===== src/rtl/lsu_stall_ctrl.sv =====
// Load/store sequencer for the E->MW pipeline register: runs the req/gnt/rvalid handshake and stalls until it completes.
// Optional access timeout is compiled in with `define LSU_TIMEOUT_EN.
module lsu_stall_ctrl #(
  parameter int DATA_W         = 32,
  parameter int TIMEOUT_CYCLES = 64
) (
  input  logic              clk,
  input  logic              reset,
  input  logic              mem_op_E,
  input  logic              mem_we_E,
  input  logic              kill_E,
  output logic              dmem_req,
  output logic              dmem_we,
  input  logic              dmem_gnt,
  input  logic              dmem_rvalid,
  input  logic              dmem_err,
  input  logic [DATA_W-1:0] dmem_rdata,
  output logic              stall_MW,
  output logic [DATA_W-1:0] ld_data,
  output logic              ld_valid,
  output logic              bus_err
);

  typedef enum logic [1:0] {IDLE, REQ, WAIT, DONE} state_e;

  state_e              state_q, state_d;
  logic                we_q, we_d;
  logic                err_q, err_d;
  logic [DATA_W-1:0]   ld_data_q, ld_data_d;
  logic                timeout;

  if (TIMEOUT_CYCLES < 2) begin : g_bad_timeout
    $error("TIMEOUT_CYCLES must be >= 2");
  end

`ifdef LSU_TIMEOUT_EN
  localparam int CNT_W = $clog2(TIMEOUT_CYCLES);
  logic [CNT_W-1:0] cnt_q, cnt_d;
  assign timeout = (cnt_q == CNT_W'(TIMEOUT_CYCLES - 1));
`else
  assign timeout = 1'b0;
`endif

  always_comb begin
    state_d   = state_q;
    we_d      = we_q;
    err_d     = err_q;
    ld_data_d = ld_data_q;
`ifdef LSU_TIMEOUT_EN
    cnt_d     = cnt_q;
`endif
    case (state_q)
      IDLE: begin
        if (mem_op_E && !kill_E) begin
          state_d = REQ;
          we_d    = mem_we_E;
          err_d   = 1'b0;
`ifdef LSU_TIMEOUT_EN
          cnt_d   = '0;
`endif
        end
      end
      REQ: begin
`ifdef LSU_TIMEOUT_EN
        cnt_d = cnt_q + 1'b1;
`endif
        if (kill_E && !dmem_gnt) begin
          state_d = IDLE;
        end else if (dmem_gnt && we_q) begin
          state_d = DONE;
          err_d   = dmem_err;
        end else if (dmem_gnt && dmem_rvalid) begin
          state_d   = DONE;
          err_d     = dmem_err;
          ld_data_d = dmem_err ? '0 : dmem_rdata;
        end else if (timeout) begin
          // A grant without data on the last allowed cycle still counts as incomplete
          state_d = DONE;
          err_d   = 1'b1;
          if (!we_q) ld_data_d = '0;
        end else if (dmem_gnt) begin
          state_d = WAIT;
        end
      end
      WAIT: begin
`ifdef LSU_TIMEOUT_EN
        cnt_d = cnt_q + 1'b1;
`endif
        if (dmem_rvalid) begin
          state_d   = DONE;
          err_d     = dmem_err;
          ld_data_d = dmem_err ? '0 : dmem_rdata;
        end else if (timeout) begin
          state_d   = DONE;
          err_d     = 1'b1;
          ld_data_d = '0;
        end
      end
      DONE:    state_d = IDLE;
      default: state_d = IDLE;
    endcase
  end

  always_ff @(posedge clk or posedge reset) begin
    if (reset) begin
      state_q   <= IDLE;
      we_q      <= 1'b0;
      err_q     <= 1'b0;
      ld_data_q <= '0;
`ifdef LSU_TIMEOUT_EN
      cnt_q     <= '0;
`endif
    end else begin
      state_q   <= state_d;
      we_q      <= we_d;
      err_q     <= err_d;
      ld_data_q <= ld_data_d;
`ifdef LSU_TIMEOUT_EN
      cnt_q     <= cnt_d;
`endif
    end
  end

  // The entry term holds the register during the cycle the access is first seen
  assign stall_MW = ((state_q == IDLE) && mem_op_E && !kill_E) ||
                    (state_q == REQ) || (state_q == WAIT);
  assign dmem_req = (state_q == REQ);
  assign dmem_we  = (state_q == REQ) && we_q;
  assign ld_valid = (state_q == DONE) && !we_q && !err_q;
  assign bus_err  = (state_q == DONE) && err_q;
  assign ld_data  = ld_data_q;

endmodule

===== config.mk =====
export PLATFORM = sky130hd
export DESIGN_NAME = lsu_stall_ctrl
export DESIGN_NICKNAME = d
export VERILOG_FILES = /design/src/rtl/lsu_stall_ctrl.sv
export SDC_FILE = /design/constraint.sdc
export NUM_CORES = 1
export LEC_CHECK = 0
export ABC_CLOCK_PERIOD_IN_PS = 1900
export BUFFER_PORTS_ARGS = -buffer_cell sky130_fd_sc_hd__buf_2
export CAP_MARGIN = 20
export CORE_UTILIZATION = 44
export DETAILED_ROUTE_END_ITERATION = 16
export PLACE_DENSITY = 0.76
export SLEW_MARGIN = 10
export SYNTH_ARGS = -nofsm -noshare
export SYNTH_HDL_FRONTEND = slang
export SYNTH_SLANG_ARGS = --single-unit

===== constraint.sdc =====
create_clock -name clk -period 1.9 [get_ports clk]
set_clock_uncertainty 0.05 [all_clocks]
set_input_delay 0.285 -clock clk [delete_from_list [all_inputs] [get_ports clk]]
set_output_delay 0.285 -clock clk [all_outputs]
set_load 0.02 [all_outputs]

==> flow_summary.toml, run 1 <==
[drt]
dr.pass1.iters = 4
ant_nets = 0
wl_per_cell_microns = 13.2
drc_errors = 0
totalWireLength_microns = 3680
via_count = 1320
via_per_inst = 4.73
drt_iter0_drc = 59

[synth]
synth-edff-count = 0
syn_inst = 143
ys_top_cells_by_count = "dfrtp_1 (36), mux2_4 (30), and2b_2 (23), and2b_1 (7), ha_1 (6)"
synth_most_common_cell = "dfrtp_1"
synth_compound_area_share_pct = 2.95
synth-simple-area-share_pct = 17.9
async_flop_share_pct = 100
synth-xor-area-share_pct = 0
synth_adder_area_share_pct = 3.77
synth_warnings = 0
yosysSeqAreaShare_pct = 45.2
synthTopCellsByArea = "dfrtp_1 (45%), mux2_4 (23%), and2b_2 (10%)"
synthFlopType = "dfrtp_1"
syn_nets = 189
muxShareOfSynthArea_pct = 25.9
synth_seq_cells = 36
postSynthAreaPerCell_sq_um = 13.9
synth_top_area_cell = "dfrtp_1"
synth_top_family_by_area = "multiplexers"
synth_top_cell_area_share_pct = 45.2
ys_types = 25
netlist_area_sq_um = 1990

[clock_tree]
clk_latency_ps = 280
clock-sinks = 36
cts_root_buffer = "clkbuf_8"
clockBufferDepth = 2
cts_hold_buffers = 0
cts_tree = "yes"
cts_buffers = 5
path_clk_slew_ps = 70
h-tree-depth = 2

[timing]
hold_viol = 0
slew_headroom_pct = 69.6
maxSlewViolCount = 0
rsz0062_at_grt = "no"
setup_viol = 0
fmax_mhz = 540
tightest_slew_ps = 457
fin_crit_sh_pct = 97.5
fin_crit_ps = 1850
tns_ps = 0

[worst_setup_path]
cp.required_ps = 2020
r2r_slack_ps = 50
timing.rr.end = "ld_data[22]$_DFFE_PP0P_"
r2r_cells = 7
crit_fanout = 11
arrival_ps = 1970
crit_type = "register to register"
endpoint = "ld_data[22]$_DFFE_PP0P_"
cp-start-kind = "register"
crit_path_end_kind = "register"

[final_layout]
postLayoutCellArea_sq_um = 2520
area_delta_synth_final_pct = 26.6
diodes = 0
nets = 272
drive_above_1_share_pct = 67.0

[pwr]
peakVddDrop_mv = 1.16
p_leak_nw = 1.44
powerDensity_nw_per_um2 = 1660

[global_routing]
grt_start_max_net_pins = 37
grt_pass1_vias = 1283
grt-ovfl-total = 0
antenna_found_initial = 0
grt_usage_pct = 16.2
grt_pass1_wl_microns = 6120

[placed_design]
place_congestion = 0.786
port_buffers = 76
dpl_cell_area_sq_um = 2420
hpwl_microns = 2620

[floorplanning]
die_h_microns = 69.3
die_area_sq_um = 4800
fp.coreArea_sq_um = 4350
core.rowCount = 24
ios = 77
die_x_microns = 69.3
start_util_pct = 45.8

[hold_path]
min_path_type = "primary input to async pin"

[status]
outcome = "completed"

[flow_run]
drv_cap = 0
power breakdown:
| part | internal [mW] | switching (mW) | leakage (nW) | total, mW |
|---|---|---|---|---|
| clock network | 0.294 | 0.262 | 0.0445 | 0.556 |
| logic | 1.23 | 1.15 | 0.933 | 2.38 |
| registers | 1.08 | 0.177 | 0.463 | 1.26 |
| total | 2.60 | 1.59 | 1.44 | 4.19 |
state kept, by name, indices dropped and copies added (netlist names), named ones only:
name     cells
err_q        1
ld_data     32
state_q      1
we_q         1
layout make-up:
cell class,count,area (sq um)
clock buffer,7,86.3
clock inverter,1,7.51
fill,357,1830
inverter,4,15.0
multi-input combinational,97,1010
sequential,36,901
tap,52,65.1
timing repair buffer,82,438
critical path: stages (launching register included):
cell	delay, ps
dfrtp_1	410
buf_4	150
ha_1	200
nor2b_2	170
o22ai_2	180
nand2_4	80
buf_4	200
mux2_4	310
placed cells by master (no fill, tap or decap), drive strengths merged:
master	instances
buf	82
dfrtp	36
mux2	34
and2b	30
clkbuf	7
ha	6
nand2	5
inv	4
nor2b	3
nand3b	2
and2	2
nand2b	2
o21ai	2
mux2i	2
a31oi	2
nor2	2
o22ai	1
nor3b	1
a21oi	1
a41o	1
a22oi	1
clkinvlp	1
logic make-up (layout without fill, tap and decap cells):
kind of cell,count (synthesis),after routing
AND/OR/NAND/NOR,47,47
multiplexers,36,36
flip-flops,36,36
buffers and inverters,10,94
AO/OA/AOI/OAI,8,8
adder cells (fa/ha/maj),6,6
metal layers:
layer	wire [microns]	global-route usage [%]	part of all wire, %
met1	1700	21.7	46
met2	1680	24.7	46
met3	260	5.09	7.1
met4	50	6.12	1.4
met5	0	0	0
what timing repair did:
item	4_1_cts	5_1_grt
resized for setup	0	2
setup endpoints to repair	0	2
buffers inserted	0	1
how the worst min path moves through the flow:
stage / startpoint / end / slack [ps] / cells past startpoint
4_1_cts: reset / ld_data[10]$_DFFE_PP0P_ / 60 / 3
2_1_floorplan: mem_we_E / we_q$_DFFE_PP0P_ / 390 / 1
3_3_place_gp: reset / ld_data[10]$_DFFE_PP0P_ / 350 / 3
3_5_place_dp: reset / ld_data[10]$_DFFE_PP0P_ / 370 / 3
5_1_grt: reset / ld_data[9]$_DFFE_PP0P_ / 100 / 3
6_report: reset / ld_data[14]$_DFFE_PP0P_ / 50 / 3
metrics by stage:
step / instances / total power [mW] / util (%) / hold slack, ps / setup WS [ps]
floorplan: 143 / 3.19 / - / 385 / 82.7
global placement: 270 / 3.60 / 55.5 / 354 / 194
detailed placement: 270 / 3.64 / 55.5 / 370 / 149
CTS: 278 / 4.22 / 57.7 / 58.6 / 21.3
global route: 279 / 4.45 / 58.0 / 98.8 / 3.59
finish: 279 / 4.19 / 58.0 / 49.0 / 48.0
Power figures use the tool's default switching activity.
==> run 2: changes to the inputs <==
--- a/config.mk
+++ b/config.mk
@@ -11,6 +11,7 @@
 export CORE_UTILIZATION = 44
 export DETAILED_ROUTE_END_ITERATION = 16
 export PLACE_DENSITY = 0.76
+export RECOVER_POWER = 100
 export SLEW_MARGIN = 10
 export SYNTH_ARGS = -nofsm -noshare
 export SYNTH_HDL_FRONTEND = slang
==> run 2 against run 1 <==
Effect of this change: cell area is 2.5% lower; maximum frequency down 0.20%; first-iteration DRC count fell by 6.8%; combinational power decreased by 6%; register-to-register slack about the same; power down 3.3%; clock power barely moved; sequential power about the same; core utilization is 1.5 points lower; count of clock-buffer cells in the layout did not move; setup slack worse by 3.6 ps; critical path type unchanged; critical path depth is the same.
==> flow_summary.toml, run 2 (synthesized netlist as in run 1, its figures left out) <==
[global_routing]
grt_usage_pct = 16.2
grt_pass1_vias = 1283
grt_start_max_net_pins = 37
grt_pass1_wl_microns = 6120
antenna_found_initial = 0
grt-ovfl-total = 0

[worst_setup_path]
arrival_ps = 1980
crit_fanout = 11
crit_buf_inv = 2
crit_path_end_kind = "register"
crit_path_max_incr_delay_ps = 410
slowest_stage = "dfrtp_1"
cp-start-kind = "register"
crit_type = "register to register"
cp.required_ps = 2020
critPathMostFrequentCell = "buf_4"
path_delay_family = "flip-flops"
cp_cell_sequence = "buf_4 > ha_1 > nor2b_2 > o22ai_2 > nand2_4 > buf_4 > mux2_4"

[timing]
fmax_mhz = 539
fin_crit_ps = 1860
hold_viol = 0
setup_viol = 0
tns_ps = 0
fin_crit_sh_pct = 97.7
tightest_slew_ps = 885
slew_headroom_pct = 41.0
maxSlewViolCount = 0
rsz0062_at_grt = "no"

[floorplanning]
ios = 77
die_h_microns = 69.3
core.rowCount = 24
start_util_pct = 45.8
die_x_microns = 69.3
fp.coreArea_sq_um = 4350
die_area_sq_um = 4800

[clock_tree]
clockBufferDepth = 2
clk_latency_ps = 280
clock-sinks = 36
cts_buffers = 5
cts_root_buffer = "clkbuf_8"
h-tree-depth = 2
path_clk_slew_ps = 70
cts_tree = "yes"

[final_layout]
layout_commonest_cell = "buf_2"
nets = 272
diodes = 0
drive_above_1_share_pct = 49.8
final_cell_mix = "buf_2 (41), dfrtp_1 (36), clkbuf_1 (35)"
area_delta_synth_final_pct = 23.4
largest_reg_flops = 32

[hold_path]
min_path_type = "primary input to register"

[pwr]
peakVddDrop_mv = 1.12
powerDensity_nw_per_um2 = 1650
finalPower_mw = 4.05
p_leak_nw = 1.30

[placed_design]
place_congestion = 0.786
port_buffers = 76
hpwl_microns = 2620

[drt]
wl_per_cell_microns = 13.3
totalWireLength_microns = 3710
drc_errors = 0
dr.pass1.iters = 4
via_per_inst = 4.75
via_count = 1325
ant_nets = 0
drt_iter0_drc = 55

[flow_run]
drv_cap = 0

[status]
outcome = "completed"
==> run 2: repair_timing <==
item	in CTS	in global routing
buffers inserted	0	1
hold endpoints to repair	0	0
setup endpoints to repair	0	2
resized for setup	0	2
hold buffers	0	0
==> run 2: worst register-to-register path: stages, from the launching register on <==
cell,delay [ps]
dfrtp_1,410
buf_4,150
ha_1,200
nor2b_2,170
o22ai_2,180
nand2_4,80
buf_4,200
mux2_4,310
==> run 2: routing by layer <==
layer / vias up / global-route usage [%] / routed length, microns
met1: 625 / 21.7 / 1730
li1: 642 / - / -
met4: 0 / 6.12 / 50
met5: - / 0 / 0
met3: 6 / 5.09 / 258
met2: 52 / 24.7 / 1670
==> run 2: final timing paths <==
path | cells past startpoint | start | slack, ps | end
worst min-delay path | 2 | mem_we_E | 190 | we_q$_DFFE_PP0P_
worst max register to register | 7 | register | 40 | ld_data[22]$_DFFE_PP0P_
worst max-delay path | 7 | register | 40 | ld_data[22]$_DFFE_PP0P_
worst min register to register | 1 | ld_data[9]$_DFFE_PP0P_ | 440 | ld_data[9]$_DFFE_PP0P_
min in group asynchronous | 3 | reset | 210 | ld_data[4]$_DFFE_PP0P_
max in group asynchronous | 3 | reset | 1040 | err_q$_DFFE_PP0P_
==> run 2: report_power, final <==
group,leakage [nW],switching [mW],internal (mW)
registers,0.463,0.182,1.08
clock network,0.0445,0.263,0.294
logic,0.791,1.14,1.10
total,1.30,1.58,2.47
==> run 2: final cells by class <==
class	instances	area, sq um
repair buffers	82	393
inverters	4	15.0
flip-flops and latches	36	901
clock buffers	7	86.3
clock inverters	1	7.51
well taps	52	65.1
fillers	387	1890
multi-input cells	97	992
==> run 2: metrics by stage <==
stage          setup slack (ps)  instance area, sq um  util (%)  hold WS (ps)  instances
2_1_floorplan              82.7                  1990         -           385        143
3_3_place_gp                194                  2420      55.5           354        270
3_5_place_dp                149                  2420      55.5           370        270
4_1_cts                    21.3                  2510      57.7          58.6        278
5_1_grt                    3.59                  2460      56.5           186        279
6_report                   44.4                  2460      56.5           186        279
